[src/rtl/golomb_packer.sv]
// Limited-length Golomb-Rice coder (LOCO-I, 8-bit samples) that packs code words
// MSB-first into 32-bit words, with an end-of-image flush that pads the last word.
module golomb_packer (
    input  logic        clk,
    input  logic        reset,
    input  logic        en,
    input  logic [3:0]  k,
    input  logic [8:0]  MErrval,
    input  logic        flush,
    output logic [31:0] word_out,
    output logic        word_valid,
    output logic        flush_done,
    output logic        err
);
    localparam int LIMIT = 32;
    localparam int QBPP  = 8;
    localparam int ESC_Q = LIMIT - QBPP - 1;

    typedef enum logic {RUN, DRAIN} state_t;
    state_t state;

    logic        vld_p1;
    logic        flush_p1;
    logic [31:0] code_p1;
    logic [5:0]  len_p1;
    logic [62:0] acc_bits;
    logic [5:0]  cnt;
    logic        blocked;
    logic [62:0] merged;
    logic [5:0]  total;

    // Returns {len, code left-justified in 32 bits}; escape codes are exactly LIMIT bits.
    function automatic logic [37:0] encode(input logic [8:0] merr, input logic [3:0] k_in);
        logic [3:0]  kk;
        logic [8:0]  q;
        logic [8:0]  mask;
        logic [31:0] raw;
        logic [5:0]  len;
        kk   = (k_in > 4'd8) ? 4'd8 : k_in;
        q    = merr >> kk;
        mask = (9'd1 << kk) - 9'd1;
        if (q < 9'(ESC_Q)) begin
            len = 6'(q) + 6'd1 + {2'b00, kk};
            raw = {23'd0, (9'd1 << kk) | (merr & mask)};
            return {len, raw << (6'd32 - len)};
        end
        raw = {23'd0, 1'b1, 8'(merr - 9'd1)};
        return {6'd32, raw};
    endfunction

    // A flush sitting in stage 1 or being drained closes the input until flush_done.
    assign blocked = flush_p1 || (state == DRAIN);

    // ---- stage 1: code construction ----
    always_ff @(posedge clk) begin
        if (en && !blocked)
            {len_p1, code_p1} <= encode(MErrval, k);
    end

    // ---- stage 2: accumulator append ----
    assign merged = vld_p1 ? (acc_bits | ({code_p1, 31'd0} >> cnt)) : acc_bits;
    assign total  = cnt + (vld_p1 ? len_p1 : 6'd0);

    always_ff @(posedge clk or negedge reset) begin
        if (!reset) begin
            state      <= RUN;
            vld_p1     <= 1'b0;
            flush_p1   <= 1'b0;
            acc_bits   <= '0;
            cnt        <= '0;
            word_out   <= '0;
            word_valid <= 1'b0;
            flush_done <= 1'b0;
            err        <= 1'b0;
        end else begin
            word_valid <= 1'b0;
            flush_done <= 1'b0;
            vld_p1     <= en && !blocked;
            flush_p1   <= flush && !blocked;
            if (blocked && (en || flush))
                err <= 1'b1;
            case (state)
                RUN: begin
                    if (total >= 6'd32) begin
                        word_out   <= merged[62:31];
                        word_valid <= 1'b1;
                        acc_bits   <= merged << 32;
                        cnt        <= total - 6'd32;
                    end else begin
                        acc_bits <= merged;
                        cnt      <= total;
                    end
                    if (flush_p1)
                        state <= DRAIN;
                end
                DRAIN: begin
                    // Bits below cnt are always zero, so the residual is already padded.
                    if (cnt != 6'd0) begin
                        word_out   <= acc_bits[62:31];
                        word_valid <= 1'b1;
                    end
                    flush_done <= 1'b1;
                    acc_bits   <= '0;
                    cnt        <= '0;
                    state      <= RUN;
                end
                default: state <= RUN;
            endcase
        end
    end
endmodule
[config.mk]
export PLATFORM = sky130hd
export DESIGN_NAME = golomb_packer
export DESIGN_NICKNAME = d
export VERILOG_FILES = /design/src/rtl/golomb_packer.sv
export SDC_FILE = /design/constraint.sdc
export NUM_CORES = 1
export LEC_CHECK = 0
export ABC_AREA = 1
export CORE_MARGIN = 2
export CORE_UTILIZATION = 55
export CTS_CLUSTER_SIZE = 8
export DETAILED_ROUTE_END_ITERATION = 8
export GPL_ROUTABILITY_DRIVEN = 0
export GPL_TIMING_DRIVEN = 1
export PLACE_DENSITY = 0.73
export SETUP_SLACK_MARGIN = 0.3
export SLEW_MARGIN = 20
export SYNTH_ARGS = -nofsm -noshare
export SYNTH_HDL_FRONTEND = slang
export SYNTH_SLANG_ARGS = --single-unit
[constraint.sdc]
create_clock -name clk -period 4.2 [get_ports clk]
set_clock_uncertainty 0.1 [all_clocks]
set_input_delay 0.63 -clock clk [delete_from_list [all_inputs] [get_ports clk]]
set_output_delay 0.63 -clock clk [all_outputs]
set_load 0.01 [all_outputs]
==> summary.txt <==
status - finished clean
grt met1 use - 38.8%
initial antenna violation count - 0
CP Max Fanout - 9
CP Launch Point - MErrval[7]
Setup TNS - 0 ns
initial cell density of the core - 56.0%
CP Capture Type - register
GR Util met2 - 47.4%
number of enable flip-flop cells after synthesis - 38
top_reg_cell synth - dfrtp_1
Post-synth ARST share - 73.8%
Root Driver - clkbuf_16
Layout Cells excl Fill - 1784
drt pass-1 iters - 5
DR iter-0 viols - 1006
wire per inst - 15.6 um
Max Clock Freq - 270 MHz
Ant. Diodes - 0
cell area after synthesis - 10000 sq um
worst path arrival time - 3.77 ns
Reg clk slew, reported paths - 0.06 ns
PwrDens - 702 nW/um^2
# Max-Cap Violations - 0
IO Port Bufs - 51
largest area contributor in the netlist - dfrtp_1
later-pin clock latency in the skew report - 0.43 ns
vias in the first global route - 9476
Hold WC Path Type - input port to async pin
Yosys top cell area share - 26.7%
Final Slew Violations - 0
synth cell count leaders - 497 x nand2_1, 216 x nand3_1, 139 x inv_1
layout cell share with drive strength beyond 1 - 10.7%
global-route wire length before repair - 46600 um
Final min period - 3.71 ns
Synth warnings - 0
drc violations - 0
Synthesized Nets - 1518
via count - 10100
fin area - 11500 sq um
GR Util All Layers - 29.6%
chip height - 139 um
H-Tree Depth - 4
Tightest Pin Transition - 0.922 ns
unrepaired setup endpoints after global routing - no
core area - 17900 sq um
FF+latch count, synth - 145
RR Startpoint - vld_p1$_DFF_PN0_
row cnt - 49
Final Cycle Share - 88.2%
top cells by area, synth - dfrtp_1 27%, nand2_1 19%, edfxtp_1 11%, nand3_1 11%, inv_1 5.2%
hold buffer count at cts - 0
register area share after synthesis - 38.1%
Mapped Cells - 1488
Area growth syn-to-layout - 15.0%
CTS sink cnt - 145
final hold vios - 0
Cell variety after synth - 40
Max VDD drop - 411 uV
Leak - 5.72 nW
count leader, synth - nand2_1
total gr overflow - 0
Post-DRT Antenna Nets - 0
die width - 139 um
GR peak layer - met2
dpl cells - 1752
final hold slack - 0.189 ns
Final Setup Violations - 0
Num CTS Buffers - 17
required time worst endpoint - 4.27 ns
via/cell ratio - 5.64
Post-Place Cell Area - 11000 sq um
Post-CTS Setup Bufs - 0
met3 Use GR - 4.39%
post-layout util - 64.4%
routed wire length - 27900 um
nets - 1572
max_slew headroom - 38.4%
post-DP HPWL - 21100 um
TritonCTS clock tree - built
WS Path Type - input port to register
largest net degree at the start of global routing - 66
R2R cell count - 13
Avg Cell Area, Syn - 6.74 sq um
die area - 19300 sq um
# IOs - 52
Critical Path Source Type - input port
Clock Path Buffers - 2
==> per-layer routing <==
layer / vias up / part of all wire, %
met1: 4584 / 42
li1: 4966 / -
met4: 0 / 5.1
met2: 420 / 47
met3: 98 / 6.2
met5: - / 0
==> registers in the layout, summed over array words and instances (netlist names) <==
register    count
state           1
cnt             6
len_p1          6
word_out       32
vld_p1          1
word_valid      1
flush_done      1
flush_p1        1
err             1
acc_bits       63
code_p1        32
==> worst max-delay path, stage by stage <==
cell             delay (ns)
clkdlybuf4s50_1        0.43
inv_1                  0.10
nand3_1                0.11
nand2_2                0.10
nand3_1                0.10
nand3_1                0.11
nand3_1                0.09
inv_1                  0.06
ha_1                   0.14
inv_1                  0.06
fa_1                   0.59
inv_1                  0.07
ha_1                   0.34
buf_4                  0.18
nand2_1                0.07
nand2_1                0.08
o21ai_1                0.13
buf_4                  0.13
nand2_1                0.07
nand2_2                0.11
nor2_1                 0.06
==> power breakdown <==
group          total, W  internal [W]  switching [W]
clock network   0.00145      0.000788       0.000666
registers       0.00208       0.00189       0.000187
logic           0.00457       0.00153        0.00304
==> kinds of logic after synthesis <==
kind of cell | Yosys count | synth area share (%)
flops | 145 | 38.1
simple gates | 869 | 37.7
other cells | 1 | 0.0374
fa+ha+maj | 13 | 1.77
buf+inv | 227 | 8.99
compound gates | 225 | 12.7
xor+xnor | 8 | 0.699
==> stage by stage <==
stage          power (W)  worst slack (ns)
6_report         0.00810             0.494
5_1_grt          0.00876             0.285
4_1_cts          0.00802             0.311
3_5_place_dp     0.00655            -0.131
3_3_place_gp     0.00649           -0.0381
2_1_floorplan    0.00516             0.454
==> timing repair <==
action                                  in CTS  in global routing
endpoints found under the hold margin        0                  0
resized for setup                            0                 13
endpoints found under the setup margin       0                 32
==> layout make-up <==
class,instances,area (sq um)
Clock buffer,18,429
Clock inverter,14,134
Fill cell,1675,6370
Inverter,149,559
Multi-Input combinational cell,1116,5320
Sequential cell,145,3820
Tap cell,229,287
Timing Repair Buffer,113,982
==> layout by cell type (no fill, tap or decap), types with 5 or more instances in the layout <==
cell type and n:
clkdlybuf4s50_1 48, buf_4 62, nand2_2 14, o21ai_1 9, inv_8 6, nor3_1 5
o21ai_0 88, inv_1 137, nand4_1 7, dfrtp_1 107, nor2_1 84, nand2_1 496
nor2_2 14, a21oi_1 62, inv_2 9, and2_1 7, ha_1 11, or2_2 12
o21bai_1 5, a31oi_1 18, edfxtp_1 38, xor2_1 8, nand3_1 216, a31o_2 6
clkbuf_16 17, o211ai_1 31
==> final timing paths <==
kind                                                   to  slack (ns)
worst max register to register   word_out[20]$_DFFE_PN0P_        0.99
worst min-delay path               acc_bits[20]$_DFF_PN0_        0.19
worst min register to register   word_out[19]$_DFFE_PN0P_        0.38
min in group clk                 word_out[19]$_DFFE_PN0P_        0.38
max in group asynchronous           acc_bits[3]$_DFF_PN0_        2.91
worst max-delay path            code_p1[30]$_SDFFCE_PP0P_        0.49
Note: power is estimated with default switching activity, not from simulation.
==> edit 1: new RTL, same settings <==
Put one more register stage on the output `err`, cleared by the reset. The value now appears one clock later. The other outputs are not delayed to match.
--- a/src/rtl/golomb_packer.sv
+++ b/src/rtl/golomb_packer.sv
@@ -17,6 +17,8 @@
     localparam int ESC_Q = LIMIT - QBPP - 1;
 
     typedef enum logic {RUN, DRAIN} state_t;
+
+    logic err_s0;
     state_t state;
 
     logic        vld_p1;
@@ -71,14 +73,14 @@
             word_out   <= '0;
             word_valid <= 1'b0;
             flush_done <= 1'b0;
-            err        <= 1'b0;
+            err_s0     <= 1'b0;
         end else begin
             word_valid <= 1'b0;
             flush_done <= 1'b0;
             vld_p1     <= en && !blocked;
             flush_p1   <= flush && !blocked;
             if (blocked && (en || flush))
-                err <= 1'b1;
+                err_s0 <= 1'b1;
             case (state)
                 RUN: begin
                     if (total >= 6'd32) begin
@@ -108,4 +110,12 @@
             endcase
         end
     end
+    always_ff @(posedge clk or negedge reset) begin
+        if (!reset) begin
+            err <= '0;
+        end else begin
+            err <= err_s0;
+        end
+    end
+
 endmodule
Check against the original RTL: not equivalent (Yosys sat finds a counterexample within 4 cycles, from zero or initial values and one cycle with reset low).
==> edit 1 against the unedited design <==
Sequential cell count grew 1; worst setup slack gained 0.061 ns; highest routed layer unchanged; critical path type unchanged; final cell count shrank 0.62%; cell area grew 0.26%; non-clock buffer count shrank 12; synthesized area grew 0.25%; power grew 1.9%; wire length grew 1.5%.
==> edit 1: results (changes against the unedited design) <==
grt_pass1_wl_mm: 47.2  # +1.3%
yosysSeqAreaShare_pct: 38.2  # +0.15 points
tightest_slew_ns: 1.10  # +0.175 ns
hpwl_mm: 20.5  # -2.5%
fin_crit_ns: 3.64  # -0.0614 ns
r2r_cells: 15  # +2
ir_worst_vdd_v: 0.000400  # -2.8%
hold_class: "reg2reg"
drt-initial-drc-count: 1187  # +18%
status: "finished, final reports clean"
grt_max_degree: 86  # +30%
synth_area_leaders: "dfrtp_1, nand2_1, edfxtp_1"
placed_cell_area_mm2: 0.0109  # -0.57%
async_flop_share_pct: 74.0  # +0.18 points
syn_avg_cell_area_um2: 6.75  # +0.18%
crit_fanout: 6  # -3
drt-vias-per-instance: 5.70  # +1.0%
grt.met3_usage_pct: 6.08  # +1.7 points
fin_nets: 1561  # -0.70%
crit_family: "buffers and inverters"
synth-compound-area-share_pct: 12.7  # -0.032 points
placedCellCount: 1738  # -0.80%
met1_usage_pct: 39.1  # +0.27 points
grt_use_total_pct: 30.1  # +0.50 points
hold_buffers: 1  # +1
synth_common_cells: "nand2_1, nand3_1, inv_1"
crit_arrival_ns: 3.73  # -0.04 ns
hold_ws_ns: 0.294  # +0.106 ns
drive_gt1_share_pct: 10.3  # -0.38 points
synth_xor_area_share_pct: 0.697  # -0.0017 points
use_met2_pct: 48.5  # +1.0 points
seqPwrFrac_pct: 25.3  # -0.4 points
final_cells: 1773  # -0.62%
multi_input_area_mm2: 0.00536  # +0.63%
reg2reg_slack_ns: 0.80  # -0.19 ns
power.leakage_nw: 5.69  # -0.46%
yosys.area_share.adder_pct: 1.77  # -0.0044 points
syn_nets: 1519  # +0.066%
wl_mm: 28.3  # +1.5%
r2r_end: "word_out[24]"
drt_pass1_iterations: 8  # +3
p_int_mw: 4.28  # +1.6%
edit 1: cell types whose count changed in the layout (fill, tap and decap cells not counted), sizes merged:
cell         delta
clkinv          +2
inv             -3
buf            -13
bufinv          +1
dlygate4sd3     +1
dfrtp           +1
edit 1: per-layer routing:
layer	vias up	share of wire, %
met5	-	0
met4	0	4.9
met3	102	7.7
met2	487	46
met1	4564	41
li1	4957	-
edit 1: worst max path at each step:
stage                     from          end  cells after the start
finish              MErrval[6]  code_p1[29]                     22
global placement          k[0]  code_p1[21]                     17
detailed placement        k[0]  code_p1[21]                     17
global route              k[2]   code_p1[8]                     26
floorplan                 k[3]  code_p1[25]                     25
CTS                       k[0]  code_p1[21]                     19
edit 1: area by class of cell:
cell class	count	area share, %
Clock buffer	18	3.71
Clock inverter	14	1.36
Inverter	149	4.91
Multi-Input combinational cell	1116	46.3
Sequential cell	146	33.2
Tap cell	229	2.48
Timing Repair Buffer	101	7.96
==> edit 2: new RTL, same flow settings <==
Made on the original files. Change the localparam `LIMIT` from 32 to 24. Comments in the files are not updated.
--- a/src/rtl/golomb_packer.sv
+++ b/src/rtl/golomb_packer.sv
@@ -12,7 +12,7 @@
     output logic        flush_done,
     output logic        err
 );
-    localparam int LIMIT = 32;
+    localparam int LIMIT = 24;
     localparam int QBPP  = 8;
     localparam int ESC_Q = LIMIT - QBPP - 1;
 
Function: changed (a bounded check fails within 4 cycles, from zero or initial values and one cycle with reset low).
==> edit 2 against the unedited design <==
Non-clock buffer count fell by 6; power shrank 3.1%; cell area shrank 0.41%; wire length decreased by 0.17%; worst hold slack lost 0.018 ns; register-to-register slack gained 0.07 ns; worst setup slack gained 0.083 ns; sequential cell count did not move; synthesized area fell by 0.46%; critical endpoint is now code_p1[13]; highest routed layer unchanged.
==> edit 2: results (changes against the unedited design) <==
grt_pass1_wl_mm: 46.2  # -0.99%
max_stage_delay_ns: 0.53  # -0.06 ns
timing.rr.start: "cnt[0]"
routedWlPerCell_um: 15.6  # -0.22%
met1_length_mm: 11.6  # +0.15%
tightest_slew_ns: 0.939  # +0.0167 ns
cp-startpoint: "k[3]"
grt_max_degree: 61  # -7.6%
yosysSeqAreaShare_pct: 38.3  # +0.18 points
use_met2_pct: 49.2  # +1.8 points
fin_nets: 1573  # +0.064%
route.met2.wl_mm: 13.3  # +1.2%
synth_area_leaders: "dfrtp_1, nand2_1, edfxtp_1"
vias: 9962  # -1.1%
hpwl_mm: 20.7  # -1.9%
r2r_cells: 12  # -1
grt_use_total_pct: 29.5  # -0.064 points
drt_pass1_iterations: 6  # +1
status: "finished, final reports clean"
ctsResizeCount: 1  # +1
critPathCapture: "code_p1[13]"
dr_wl_met3_mm: 1.61  # -6.8%
syn_inst: 1490  # +0.13%
fin_crit_ns: 3.62  # -0.0826 ns
r2r_end: "acc_bits[57]"
power.leakage_nw: 5.77  # +0.83%
synth_common_cells: "nand2_1, nand3_1, inv_1"
drt-initial-drc-count: 932  # -7.4%
crit_fanout: 11  # +2
ir_worst_vdd_v: 0.000386  # -6.2%
wl_mm: 27.8  # -0.17%
ys_types: 44  # +10%
-- edit 2: report_power, final --
| group | switching (mW) | internal, mW |
|---|---|---|
| Combinational | 2.86 | 1.44 |
| Sequential | 0.180 | 1.89 |
| Clock | 0.686 | 0.784 |
-- edit 2: stage by stage --
step	area (um^2)	hold WS, ns	TNS [ns]
detailed placement	10900	0.349	-2.70
CTS	11400	0.194	0
global route	11500	0.226	0
finish	11500	0.170	0
floorplan	9980	0.234	0
global placement	10900	0.347	-0.158
-- edit 2: layout make-up --
cell class / count / area, um^2 / share of cell area (%)
Inverter: 148 / 564 / 4.91
Sequential cell: 145 / 3820 / 33.2
Multi-Input combinational cell: 1123 / 5300 / 46.2
Timing Repair Buffer: 107 / 941 / 8.19
Clock inverter: 15 / 141 / 1.23
Tap cell: 229 / 287 / 2.49
Clock buffer: 17 / 425 / 3.70
Timing Repair inverter: 1 / 5.00 / 0.0436
-- edit 2: cell families (layout without fill, tap and decap cells) --
| group | Yosys count | count (layout) | share of synthesized area, % |
|---|---|---|---|
| adders and majority gates | 13 | 13 | 1.78 |
| buffers and inverters | 222 | 288 | 9.03 |
| other | 1 | 1 | 0.0376 |
| xor gates and xnor gates | 8 | 8 | 0.702 |
| DFF | 145 | 145 | 38.3 |
| AOI/OAI and AO/OA | 211 | 211 | 12.2 |
| and+or+nand+nor | 890 | 890 | 38.0 |
-- edit 2: worst min-delay path by stage --
stage	slack, ns	to	start
after detailed placement	0.35	err	err
after global routing	0.23	word_out[29]	reset
after CTS	0.19	word_out[29]	reset
final	0.17	word_out[29]	reset
after global placement	0.35	state	flush_p1
after floorplan	0.23	acc_bits[0]	reset
